--- src/rtl/pipe_stage_reg_if.sv ---
`timescale 1ns/1ps
// Valid/ready/data channel between pipeline stages.
// master drives valid+data and samples ready; slave does the opposite.
interface pipe_stage_reg_if #(
   parameter int DATA_W = 32
);
   logic              valid;
   logic              ready;
   logic [DATA_W-1:0] data;

   modport master (output valid, output data, input  ready);
   modport slave  (input  valid, input  data, output ready);
endinterface

--- src/rtl/pipe_stage_reg.sv ---
`timescale 1ns/1ps
// Generic pipeline stage register: valid/ready handshake, optional 2-entry
// skid buffer (registered in_ready), flush-to-bubble and a saturating stall
// counter. The main register doubles as the out_data register, so the output
// is BUBBLE whenever the stage is empty.
module pipe_stage_reg #(
   parameter int                DATA_W = 32,
   parameter bit                SKID   = 1'b1,
   parameter logic [DATA_W-1:0] BUBBLE = 'h13,
   parameter int                CNT_W  = 16
) (
   input  logic                    clk_i,
   input  logic                    rst_n_i,
   input  logic                    flush_i,
   pipe_stage_reg_if.slave         in_if,
   pipe_stage_reg_if.master        out_if,
   input  logic                    stall_clr_i,
   output logic [CNT_W-1:0]        stall_cnt_o
);

   typedef enum logic [1:0] {
      S_EMPTY = 2'd0,
      S_FULL  = 2'd1,
      S_SKID  = 2'd2
   } state_e;

   state_e            state_q, state_d;
   logic [DATA_W-1:0] main_q, main_d;
   logic [DATA_W-1:0] skid_q, skid_d;
   logic [CNT_W-1:0]  cnt_q, cnt_d;
   logic              out_valid;
   logic              in_ready;
   logic              acc, pop;

   assign acc = in_if.valid & in_ready;
   assign pop = out_valid & out_if.ready;

   // State and main/output payload; main resets to BUBBLE so out_data is clean out of reset
   always_ff @(posedge clk_i or negedge rst_n_i) begin
      if (!rst_n_i) begin
         state_q <= S_EMPTY;
         main_q  <= BUBBLE;
      end else begin
         state_q <= state_d;
         main_q  <= main_d;
      end
   end

   // Skid payload needs no reset: its validity lives entirely in state_q
   always_ff @(posedge clk_i) begin
      skid_q <= skid_d;
   end

   // Next-state/payload: main is always the oldest entry, skid the next one
   always_comb begin
      state_d = state_q;
      main_d  = main_q;
      skid_d  = skid_q;
      case (state_q)
         S_EMPTY: begin
            if (acc) begin
               state_d = S_FULL;
               main_d  = in_if.data;
            end
         end
         S_FULL: begin
            if (acc && pop) begin
               main_d = in_if.data;
            end else if (acc && SKID) begin
               // without a skid, in_ready==out_ready in FULL, so acc implies pop
               state_d = S_SKID;
               skid_d  = in_if.data;
            end else if (pop) begin
               state_d = S_EMPTY;
               main_d  = BUBBLE;
            end
         end
         S_SKID: begin
            if (pop) begin
               state_d = S_FULL;
               main_d  = skid_q;
            end
         end
         default: begin
            state_d = S_EMPTY;
            main_d  = BUBBLE;
         end
      endcase
      // flush wins over everything, dropping any same-cycle accept
      if (flush_i) begin
         state_d = S_EMPTY;
         main_d  = BUBBLE;
      end
   end

   generate
      if (SKID) begin : g_skid
         logic in_ready_q;
         // Registered in_ready: low only while both entries are occupied
         always_ff @(posedge clk_i or negedge rst_n_i) begin
            if (!rst_n_i) in_ready_q <= 1'b1;
            else          in_ready_q <= (state_d != S_SKID);
         end
         assign in_ready = in_ready_q;
      end else begin : g_noskid
         assign in_ready = !out_valid | out_if.ready;
      end
   endgenerate

   // Outputs decoded from registered state
   always_comb begin
      out_valid    = (state_q != S_EMPTY);
      out_if.valid = out_valid;
      out_if.data  = main_q;
      in_if.ready  = in_ready;
   end

   // Stall counter next value: clear beats increment, saturates at all-ones
   always_comb begin
      cnt_d = cnt_q;
      if (stall_clr_i)
         cnt_d = '0;
      else if (out_valid && !out_if.ready && (cnt_q != {CNT_W{1'b1}}))
         cnt_d = cnt_q + CNT_W'(1);
   end

   // Stall counter register
   always_ff @(posedge clk_i or negedge rst_n_i) begin
      if (!rst_n_i) cnt_q <= '0;
      else          cnt_q <= cnt_d;
   end

   assign stall_cnt_o = cnt_q;

endmodule
--- src/flat_wrapper.sv ---
// flat-port wrapper written by rule: the top's interface ports become plain ports
module pipe_stage_reg_flat 
#(
   parameter int                DATA_W = 32,
   parameter bit                SKID   = 1'b1,
   parameter logic [DATA_W-1:0] BUBBLE = 'h13,
   parameter int                CNT_W  = 16
)
  (clk_i, rst_n_i, flush_i, stall_clr_i, stall_cnt_o, in_if_valid, in_if_data, in_if_ready, out_if_valid, out_if_data, out_if_ready);
  pipe_stage_reg_if #(.DATA_W(DATA_W)) in_if_i ();
  pipe_stage_reg_if #(.DATA_W(DATA_W)) out_if_i ();
  input  logic clk_i;
  input  logic rst_n_i;
  input  logic flush_i;
  input  logic stall_clr_i;
  output logic [CNT_W-1:0] stall_cnt_o;
  input wire logic [$bits(in_if_i.valid)-1:0] in_if_valid;
  input wire logic [$bits(in_if_i.data)-1:0] in_if_data;
  output wire logic [$bits(in_if_i.ready)-1:0] in_if_ready;
  output wire logic [$bits(out_if_i.valid)-1:0] out_if_valid;
  output wire logic [$bits(out_if_i.data)-1:0] out_if_data;
  input wire logic [$bits(out_if_i.ready)-1:0] out_if_ready;
  assign in_if_i.valid = in_if_valid;
  assign in_if_i.data = in_if_data;
  assign in_if_ready = in_if_i.ready;
  assign out_if_valid = out_if_i.valid;
  assign out_if_data = out_if_i.data;
  assign out_if_i.ready = out_if_ready;
  pipe_stage_reg #(.DATA_W(DATA_W), .SKID(SKID), .BUBBLE(BUBBLE), .CNT_W(CNT_W)) u_core (.clk_i(clk_i), .rst_n_i(rst_n_i), .flush_i(flush_i), .in_if(in_if_i), .out_if(out_if_i), .stall_clr_i(stall_clr_i), .stall_cnt_o(stall_cnt_o));
endmodule
--- config.mk ---
export PLATFORM = sky130hd
export DESIGN_NAME = pipe_stage_reg_flat
export DESIGN_NICKNAME = d
export VERILOG_FILES = /design/src/rtl/pipe_stage_reg_if.sv /design/src/rtl/pipe_stage_reg.sv /design/src/flat_wrapper.sv
export SDC_FILE = /design/constraint.sdc
export NUM_CORES = 1
export LEC_CHECK = 0
export CAP_MARGIN = 15
export CORE_ASPECT_RATIO = 1.75
export CORE_UTILIZATION = 49
export DETAILED_ROUTE_END_ITERATION = 8
export GPL_ROUTABILITY_DRIVEN = 0
export PLACE_DENSITY = 0.8
export RECOVER_POWER = 25
export SYNTH_ARGS = -nofsm -noshare
export SYNTH_HDL_FRONTEND = slang
export SYNTH_SLANG_ARGS = --single-unit
--- constraint.sdc ---
create_clock -name clk_i -period 2.25 [get_ports clk_i]
set_input_delay 0.225 -clock clk_i [delete_from_list [all_inputs] [get_ports clk_i]]
set_output_delay 0.225 -clock clk_i [all_outputs]
set_load 0.02 [all_outputs]
[Word-level counts from Yosys, hierarchy flattened]
Cells that the tools add are included.
Storage, ports and cells
  output and inout port bits: 50
  word-level logic and storage cells: 42
  input bits: 38
  register bits: 83
Cells by class
  equality and inequality tests: 8
  add/subtract/negate cells: 1
  muxes and demuxes: 16
  bitwise logic cells: 3
  reductions and logical operators: 9
Operator list (count)
  $mux 32: 6
  $pmux 32 s3: 1
  $mux 16: 2
  $add 16x1->16 const B: 1
  $ne 16x16->1 const B: 1
  $mux 2: 6
  $ne 3x2->1 const B: 2
  $pmux 2 s3: 1
  $ne 4x2->1 const B: 1
  $ne 4x4->1 const B: 1
  $reduce_and 4->1: 1
  $reduce_bool 2->1: 2
  $logic_and 1x1->1: 3
  $reduce_and 3->1: 1
  $and 1x1->1: 2
  $eq 2x1->1 const B: 1
  $eq 2x2->1 const B: 1
  $logic_not 2->1: 1
  $ne 2x2->1 const B: 1
  $logic_not 1->1: 1
  $not 1->1: 1

[Logic depth before layout (Yosys ltp)]
Gate-level depths: netlist of the first run.
  word-level depth: 8
  gate-level depth with buffers: 8
  gate-level depth less buffers: 5

[Worst setup path before layout of the first run]
OpenSTA, ideal clock, no wires.
  kind: reg2reg
  start point: register u_core.g_skid.in_ready_q (netlist: u_core.in_if.ready)
  end point: register u_core.skid_q[0], enable pin
  library setup time: 0.392 ns
  path buffers: 0
  required time: 1.858 ns
  stages on the path, launching flop included: 4
  arrival: 1.678 ns
  path slack: 0.180 ns
  period minus slack after synthesis: 2.070 ns
  path through: dfstp_2 > nand2_1 > nor2_1 > and3_1
Between the ends
  cells in the longest elaborated chain, start to end: 4
Ends and longest elaborated chain
  start: declaration: line pipe_stage_reg.sv:98  | logic in_ready_q;
  start signal: assignment: line pipe_stage_reg.sv:102  | else in_ready_q <= (state_d != S_SKID);
  $and 1x1->1 *: line pipe_stage_reg.sv:35  | assign acc = in_if.valid & in_ready;
  $logic_and 1x1->1: line pipe_stage_reg.sv:67  | if (acc && pop) begin
  $not 1->1 (no line)
  $reduce_and 3->1 (no line) *
  end signal: assignment: line pipe_stage_reg.sv:51  | skid_q <= skid_d;
  end: declaration: line pipe_stage_reg.sv:29  | logic [DATA_W-1:0] skid_q, skid_d;
Every way passes the cells marked *; elsewhere a longest branch is shown, timed or not.
A chain may end at the register's enable or synchronous reset.

[Worst setup path after layout of the first run]
  start point: register u_core.state_q[0]
  end point: output port out_if_valid
Between the ends
  cells in the longest elaborated chain, start to end: 1
Ends and longest elaborated chain
  start: declaration: line pipe_stage_reg.sv:27  | state_e state_q, state_d;
  start signal: assignment: line pipe_stage_reg.sv:44  | state_q <= state_d;
  $reduce_bool 2->1: line pipe_stage_reg.sv:112  | out_valid = (state_q != S_EMPTY);
  end: declaration: line flat_wrapper.sv:20  | output wire logic [$bits(out_if_i.valid)-1:0] out_if_valid;
Every way passes these cells.

==> flow_results.xml, run 1 <==
<?xml version="1.0" encoding="UTF-8"?>
<metrics>
  <group name="yosys">
    <metric name="syn_inst" unit="">275</metric>
    <metric name="synth_seq_area_share" unit="">0.638</metric>
    <metric name="synthesis.area_per_instance" unit="um2">12.8</metric>
    <metric name="postSynthNetCount" unit="">314</metric>
    <metric name="synth_compound_gate_area_share" unit="">0.218</metric>
    <metric name="synth.distinct_cells" unit="">40</metric>
    <metric name="synth_simple_gate_area_share" unit="">0.0958</metric>
    <metric name="ys_ff_latch" unit="">83</metric>
    <metric name="synth_xor_area_frac" unit="">0</metric>
    <metric name="synth_ff_type" unit="">sky130_fd_sc_hd__dfrtp_1</metric>
    <metric name="ys_async_sr_fraction" unit="">0.614</metric>
    <metric name="multiplexer_share_of_the_synthesized_area" unit="">0.0128</metric>
    <metric name="yosys.area_share.adder" unit="">0.00356</metric>
    <metric name="synth.cell_area" unit="mm2">0.00351</metric>
    <metric name="ys.warnings.count" unit="">0</metric>
    <metric name="synth_edf_count" unit="">32</metric>
    <metric name="synth_top_family_by_area" unit="">compound AO/OA/AOI/OAI gates</metric>
  </group>
  <group name="sta">
    <metric name="slew_at_the_pin_with_the_worst_max_slew_slack" unit="ps">1300</metric>
    <metric name="final_period_minus_worst_setup_slack" unit="ps">1990</metric>
    <metric name="setup_viol" unit="">0</metric>
    <metric name="clock-skew-final" unit="ps">6.88</metric>
    <metric name="timing.slew.headroom" unit="">0.130</metric>
    <metric name="finalHoldViolations" unit="">0</metric>
    <metric name="min_period_over_period" unit="">0.885</metric>
    <metric name="report.final.slew_viol_count" unit="">0</metric>
    <metric name="setup-tns-final" unit="ps">0</metric>
    <metric name="achievable-frequency" unit="MHz">502</metric>
    <metric name="grt_setup_unrepaired" unit="">no</metric>
  </group>
  <group name="routing">
    <metric name="drc" unit="">0</metric>
    <metric name="finalWirelength" unit="um">8420</metric>
    <metric name="viasPerCell" unit="">6.01</metric>
    <metric name="final_antenna_net_count" unit="">0</metric>
    <metric name="vias" unit="">2745</metric>
    <metric name="drt_pre_antenna_iters" unit="">5</metric>
    <metric name="detail_route.iter0.violations" unit="">235</metric>
    <metric name="routed_wire_length_per_instance" unit="um">18.4</metric>
  </group>
  <group name="cts">
    <metric name="post-cts-setup-buffers" unit="">0</metric>
    <metric name="clock-root-buffer" unit="">sky130_fd_sc_hd__clkbuf_16</metric>
    <metric name="postCtsResizedCells" unit="">0</metric>
    <metric name="worst_skew_pair.late_latency" unit="ps">330</metric>
    <metric name="cts_buffer_depth" unit="">2</metric>
    <metric name="ctsHtreeMaxLevel" unit="">3</metric>
    <metric name="cts.reportedPaths.clkPinSlew" unit="ps">60</metric>
    <metric name="cts.sinks" unit="">83</metric>
    <metric name="tritoncts_clock_tree" unit="">built</metric>
    <metric name="numCtsBuffers" unit="">9</metric>
    <metric name="cts_hold_buffers" unit="">0</metric>
  </group>
  <group name="status">
    <metric name="outcome" unit="">finished clean</metric>
  </group>
  <group name="job">
    <metric name="number_of_maximum_capacitance_constraint_violations" unit="">0</metric>
  </group>
  <group name="worst_setup_path">
    <metric name="timing.critical_path.arrival" unit="ps">1770</metric>
    <metric name="worstReg2RegStart" unit="">u_core.state_q[1]</metric>
    <metric name="startpoint" unit="">u_core.state_q[0]</metric>
    <metric name="worst_r2r_endpoint" unit="">u_core.stall_cnt_o[13]</metric>
    <metric name="worstRegToRegCells" unit="">4</metric>
    <metric name="category_of_the_worst_setup_path_capture_point" unit="">output port</metric>
    <metric name="worstSetupPathType" unit="">register to output port</metric>
    <metric name="critical_path.max_fanout" unit="">11</metric>
    <metric name="required_time_of_the_critical_path" unit="ps">2030</metric>
    <metric name="timing.critical_path.from_type" unit="">register</metric>
    <metric name="setup.reg_to_reg.worst_slack" unit="ps">270</metric>
  </group>
  <group name="global_route">
    <metric name="grt_use_total" unit="">0.238</metric>
    <metric name="grt_max_degree" unit="">52</metric>
    <metric name="grt_first_pass_wirelength" unit="um">13400</metric>
    <metric name="first_global_vias" unit="">2798</metric>
    <metric name="grt_remaining_overflow" unit="">0</metric>
    <metric name="grt_antenna_before_repair" unit="">0</metric>
  </group>
  <group name="power_and_ir_drop">
    <metric name="vdd_drop_max" unit="uV">366</metric>
    <metric name="power.leakage" unit="nW">1.79</metric>
    <metric name="power_frac_clock" unit="">0.372</metric>
    <metric name="cellInternalPower" unit="mW">2.63</metric>
    <metric name="seqPwrFrac" unit="">0.488</metric>
    <metric name="p_per_area" unit="mW/mm2">724</metric>
    <metric name="combPwrFrac" unit="">0.140</metric>
    <metric name="power.share.switching" unit="">0.242</metric>
    <metric name="net-switching-power" unit="mW">0.837</metric>
  </group>
  <group name="final_layout">
    <metric name="ff_latch_area" unit="mm2">0.00224</metric>
    <metric name="final_util" unit="">0.693</metric>
    <metric name="areaGrowthSynthToFinish" unit="%">36.2</metric>
    <metric name="postLayoutCellArea" unit="mm2">0.00478</metric>
    <metric name="multi_input_gate_area_in_the_final_layout" unit="mm2">0.00117</metric>
    <metric name="drive_gt1_frac" unit="">0.115</metric>
    <metric name="final_layout_fill_cell_count" unit="">533</metric>
    <metric name="layout_commonest_cell" unit="">sky130_fd_sc_hd__clkdlybuf4s50_1</metric>
    <metric name="final_net_count" unit="">407</metric>
    <metric name="layout.cells.most_common_list" unit="">sky130_fd_sc_hd__clkdlybuf4s50_1 (76), sky130_fd_sc_hd__dfrtp_1 (47), sky130_fd_sc_hd__a22oi_1 (32), sky130_fd_sc_hd__edfxtp_1 (32), sky130_fd_sc_hd__o2bb2ai_1 (29)</metric>
    <metric name="n_antenna_cell" unit="">0</metric>
  </group>
  <group name="min_path">
    <metric name="worstHoldPathType" unit="">input pin to async pin</metric>
  </group>
  <group name="floorplan">
    <metric name="die_area" unit="mm2">0.00752</metric>
    <metric name="core_area" unit="mm2">0.00691</metric>
    <metric name="start_util" unit="">0.509</metric>
    <metric name="fp-row-count" unit="">40</metric>
    <metric name="io-pin-count" unit="">88</metric>
    <metric name="dieHeight" unit="um">114</metric>
    <metric name="die_width" unit="um">66</metric>
  </group>
  <group name="placed_design">
    <metric name="dp_hpwl" unit="um">5580</metric>
    <metric name="place.port_buffers" unit="">87</metric>
    <metric name="placed_cell_area" unit="mm2">0.00453</metric>
  </group>
</metrics>
-- synthesized netlist by cell type, types with 2 or more instances --
library cell	instances	area share
sky130_fd_sc_hd__dfstp_2	4	0.030
sky130_fd_sc_hd__dfrtp_1	47	0.33
sky130_fd_sc_hd__buf_1	2	0.0021
sky130_fd_sc_hd__mux2_2	4	0.013
sky130_fd_sc_hd__nor2_1	5	0.0053
sky130_fd_sc_hd__nand4_1	5	0.0089
sky130_fd_sc_hd__o31ai_1	9	0.019
sky130_fd_sc_hd__or4_1	7	0.015
sky130_fd_sc_hd__or2_2	2	0.0036
sky130_fd_sc_hd__nand3b_1	2	0.0043
sky130_fd_sc_hd__o21ai_0	4	0.0057
sky130_fd_sc_hd__buf_2	4	0.0057
sky130_fd_sc_hd__inv_1	7	0.0075
sky130_fd_sc_hd__and3_1	2	0.0036
sky130_fd_sc_hd__o2bb2ai_1	29	0.072
sky130_fd_sc_hd__nand3_1	7	0.010
sky130_fd_sc_hd__or3_1	6	0.011
sky130_fd_sc_hd__nor3_1	2	0.0029
sky130_fd_sc_hd__clkbuf_1	12	0.013
sky130_fd_sc_hd__nor4_1	3	0.0053
sky130_fd_sc_hd__edfxtp_1	32	0.27
sky130_fd_sc_hd__nand2_1	12	0.013
sky130_fd_sc_hd__nor2b_1	2	0.0036
sky130_fd_sc_hd__a22oi_1	32	0.068
sky130_fd_sc_hd__a21o_1	3	0.0064
sky130_fd_sc_hd__a21oi_1	17	0.024
-- state kept, by name, summed over array words and instances, names as in the netlist --
name / count
u_core.skid_q: 32
u_core.out_if.data: 32
u_core.state_q: 2
u_core.stall_cnt_o: 16
u_core.in_if.ready: 1
-- critical path, stage by stage, from the launching register on --
cell and delay (ps):
sky130_fd_sc_hd__dfrtp_1 420, sky130_fd_sc_hd__buf_4 190, sky130_fd_sc_hd__or2_2 280, sky130_fd_sc_hd__clkdlybuf4s50_1 540
-- final cells by class --
cell class,instances,area share
sequential,83,0.469
tap,84,0.0220
clock buffer,13,0.0502
timing repair buffer,101,0.205
inverter,7,0.00549
clock inverter,3,0.00419
multi-input combinational,166,0.244
-- cells by family (layout without fill, tap and decap cells) --
kind of cell | Yosys count | count (layout)
compound gates | 102 | 102
fa+ha+maj | 1 | 1
buf+inv | 26 | 124
flops | 83 | 83
mux | 4 | 4
simple gates | 59 | 59
-- through the flow --
step	std cells	total power, mW	hold slack [ps]	setup slack [ps]
finish	457	3.46	270	259
global route	457	3.58	381	143
CTS	457	3.50	31.5	247
detailed placement	441	2.21	391	83.5
global placement	441	2.20	389	130
floorplan	275	1.94	-70.6	180
-- worst max-delay path by stage --
stage	endpoint	slack (ps)
2_1_floorplan	u_core.skid_q[0]	180
3_3_place_gp	u_core.stall_cnt_o[13]	130
3_5_place_dp	u_core.stall_cnt_o[13]	80
4_1_cts	out_if_valid	250
5_1_grt	u_core.stall_cnt_o[12]	140
6_report	out_if_valid	260
-- power by group through the flow --
stage / clock, mW / sequential (mW) / combinational, mW
global route: 1.37 / 1.70 / 0.523
CTS: 1.31 / 1.69 / 0.495
global placement: 0 / 1.72 / 0.485
floorplan: 0 / 1.78 / 0.163
finish: 1.29 / 1.69 / 0.485
detailed placement: 0 / 1.72 / 0.493
-- metal layers --
layer,track usage,up-vias,wire length [um]
met4,0.0908,0,157
met2,0.416,88,4470
li1,-,1282,-
met3,0.0630,12,458
met5,0,-,0
met1,0.272,1363,3330
Power figures use the tool's default switching activity.
==> inputs of run 2 (changes only) <==
--- a/config.mk
+++ b/config.mk
@@ -8,10 +8,12 @@
 export CAP_MARGIN = 15
 export CORE_ASPECT_RATIO = 1.75
 export CORE_UTILIZATION = 49
+export CTS_CLUSTER_DIAMETER = 60
 export DETAILED_ROUTE_END_ITERATION = 8
 export GPL_ROUTABILITY_DRIVEN = 0
-export PLACE_DENSITY = 0.8
+export PLACE_DENSITY = 0.83
 export RECOVER_POWER = 25
+export SETUP_SLACK_MARGIN = 0.5
 export SYNTH_ARGS = -nofsm -noshare
 export SYNTH_HDL_FRONTEND = slang
 export SYNTH_SLANG_ARGS = --single-unit
==> run 2 against run 1 <==
  * Non-clock buffer count grew 19
  * Global-route usage grew 2.5 points
  * Critical path depth grew 1
  * Register-to-register slack gained 190 ps
  * Wire length grew 12%
  * First-iteration DRC count grew 4.7%
  * Combinational power grew 5.4%
==> flow_results.xml, run 2 (synthesis results as in run 1) <==
<?xml version="1.0" encoding="UTF-8"?>
<metrics>
  <group name="sta">
    <metric name="setup-tns-final" unit="ps">0</metric>
    <metric name="finalHoldViolations" unit="">0</metric>
    <metric name="final_period_minus_worst_setup_slack" unit="ps">1790</metric>
    <metric name="min_period_over_period" unit="">0.796</metric>
    <metric name="grt_setup_unrepaired" unit="">yes</metric>
    <metric name="timing.slew.headroom" unit="">0.391</metric>
    <metric name="slew_at_the_pin_with_the_worst_max_slew_slack" unit="ps">913</metric>
    <metric name="setup_viol" unit="">0</metric>
    <metric name="fin_ws" unit="ps">460</metric>
    <metric name="clock-skew-final" unit="ps">9.72</metric>
    <metric name="achievable-frequency" unit="MHz">559</metric>
    <metric name="report.final.slew_viol_count" unit="">0</metric>
  </group>
  <group name="power_and_ir_drop">
    <metric name="seqPwrFrac" unit="">0.433</metric>
    <metric name="cellInternalPower" unit="mW">3.01</metric>
    <metric name="power.share.switching" unit="">0.232</metric>
    <metric name="power_frac_clock" unit="">0.436</metric>
    <metric name="net-switching-power" unit="mW">0.908</metric>
    <metric name="p_per_area" unit="mW/mm2">760</metric>
    <metric name="vdd_drop_max" unit="uV">472</metric>
    <metric name="combPwrFrac" unit="">0.131</metric>
    <metric name="power.leakage" unit="nW">1.94</metric>
  </group>
  <group name="routing">
    <metric name="vias" unit="">2877</metric>
    <metric name="viasPerCell" unit="">6.04</metric>
    <metric name="final_antenna_net_count" unit="">0</metric>
    <metric name="drt_pre_antenna_iters" unit="">6</metric>
    <metric name="drc" unit="">0</metric>
    <metric name="routed_wire_length_per_instance" unit="um">19.9</metric>
    <metric name="finalWirelength" unit="um">9470</metric>
    <metric name="detail_route.iter0.violations" unit="">246</metric>
  </group>
  <group name="final_layout">
    <metric name="drive_gt1_frac" unit="">0.237</metric>
    <metric name="ff_latch_area" unit="mm2">0.00226</metric>
    <metric name="final_net_count" unit="">426</metric>
    <metric name="postLayoutCellArea" unit="mm2">0.00515</metric>
    <metric name="n_antenna_cell" unit="">0</metric>
    <metric name="areaGrowthSynthToFinish" unit="%">46.6</metric>
    <metric name="layout.cells.most_common_list" unit="">sky130_fd_sc_hd__clkdlybuf4s50_1 (51), sky130_fd_sc_hd__dfrtp_1 (34), sky130_fd_sc_hd__dlygate4sd3_1 (33)</metric>
    <metric name="multi_input_gate_area_in_the_final_layout" unit="mm2">0.00126</metric>
    <metric name="layout_commonest_cell" unit="">sky130_fd_sc_hd__clkdlybuf4s50_1</metric>
    <metric name="final_layout_fill_cell_count" unit="">442</metric>
  </group>
  <group name="global_route">
    <metric name="grt_remaining_overflow" unit="">0</metric>
    <metric name="grt_use_total" unit="">0.263</metric>
    <metric name="grt_first_pass_wirelength" unit="um">14700</metric>
    <metric name="first_global_vias" unit="">2968</metric>
    <metric name="grt_max_degree" unit="">33</metric>
    <metric name="grt_antenna_before_repair" unit="">0</metric>
  </group>
  <group name="worst_setup_path">
    <metric name="required_time_of_the_critical_path" unit="ps">2510</metric>
    <metric name="critical_path.max_fanout" unit="">6</metric>
    <metric name="timing.critical_path.from_type" unit="">register</metric>
    <metric name="worstSetupPathType" unit="">register to register</metric>
    <metric name="setup.reg_to_reg.worst_slack" unit="ps">460</metric>
    <metric name="category_of_the_worst_setup_path_capture_point" unit="">register</metric>
    <metric name="worstRegToRegCells" unit="">4</metric>
    <metric name="timing.critical_path.arrival" unit="ps">2050</metric>
  </group>
  <group name="cts">
    <metric name="cts.reportedPaths.clkPinSlew" unit="ps">60</metric>
    <metric name="numCtsBuffers" unit="">9</metric>
    <metric name="worst_skew_pair.late_latency" unit="ps">340</metric>
    <metric name="ctsHtreeMaxLevel" unit="">3</metric>
    <metric name="cts_buffer_depth" unit="">2</metric>
    <metric name="clock-root-buffer" unit="">sky130_fd_sc_hd__clkbuf_16</metric>
    <metric name="cts.sinks" unit="">83</metric>
    <metric name="tritoncts_clock_tree" unit="">built</metric>
  </group>
  <group name="status">
    <metric name="outcome" unit="">finished clean</metric>
  </group>
  <group name="placed_design">
    <metric name="place.port_buffers" unit="">87</metric>
    <metric name="dp_hpwl" unit="um">5790</metric>
    <metric name="dpl_worst_slack" unit="ps">77.5</metric>
    <metric name="placed_cell_area" unit="mm2">0.00455</metric>
  </group>
  <group name="floorplan">
    <metric name="io-pin-count" unit="">88</metric>
    <metric name="core_area" unit="mm2">0.00691</metric>
    <metric name="die_width" unit="um">66</metric>
    <metric name="fp-row-count" unit="">40</metric>
    <metric name="dieHeight" unit="um">114</metric>
    <metric name="start_util" unit="">0.509</metric>
    <metric name="die_area" unit="mm2">0.00752</metric>
  </group>
  <group name="min_path">
    <metric name="worstHoldPathType" unit="">input pin to register</metric>
    <metric name="holdPathStages" unit="">3</metric>
  </group>
  <group name="job">
    <metric name="number_of_maximum_capacitance_constraint_violations" unit="">0</metric>
  </group>
</metrics>
## run 2: power groups by stage
stage               clock (mW)  sequential, mW  combinational (mW)
CTS                       1.72            1.69               0.510
global placement             0            1.72               0.477
finish                    1.71            1.70               0.511
global route              1.79            1.70               0.546
floorplan                    0            1.78               0.164
detailed placement           0            1.72               0.486
## run 2: path summary, 6_finish.rpt
kind / startpoint / endpoint
worst max register to register: u_core.stall_cnt_o[1] / u_core.stall_cnt_o[13]
min in group asynchronous: rst_n_i / u_core.out_if.data[5]
worst min-delay path: out_if_ready / u_core.state_q[1]
worst max-delay path: u_core.stall_cnt_o[1] / u_core.stall_cnt_o[13]
max in group asynchronous: rst_n_i / u_core.stall_cnt_o[4]
worst min register to register: u_core.out_if.data[17] / u_core.out_if.data[17]
## run 2: cell type report
cell class | instances | area share
timing repair buffer | 120 | 0.222
sequential | 83 | 0.439
inverter | 7 | 0.00510
tap | 84 | 0.0204
clock buffer | 10 | 0.0464
multi-input combinational | 166 | 0.245
clock inverter | 6 | 0.0216
## run 2: stage by stage
stage	power, mW	instances	util	hold WS (ps)
after floorplan	1.94	275	-	-70.6
after global placement	2.20	439	0.659	160
after detailed placement	2.21	439	0.659	156
after CTS	3.93	472	0.732	334
after global routing	4.04	476	0.745	403
final	3.91	476	0.745	396
## run 2: critical path: stages, from the launching register on
cell	delay [ps]
sky130_fd_sc_hd__dfrtp_2	410
sky130_fd_sc_hd__nand4_1	160
sky130_fd_sc_hd__or4_4	600
sky130_fd_sc_hd__or4_4	430
sky130_fd_sc_hd__a21oi_2	120
## run 2: metal layers
metal	share of wire	track usage	vias to the layer above
met5	0	0	-
met4	0.023	0.123	0
met3	0.052	0.0580	20
met2	0.55	0.458	118
met1	0.38	0.299	1419
li1	-	-	1320
## run 2: what timing repair did
item	4_1_cts	5_1_grt
pin swaps	5	8
hold endpoints to repair	11	0
gates resized for setup	10	13
setup buffers	16	4
hold buffers	1	0
endpoints found under the setup margin	22	27
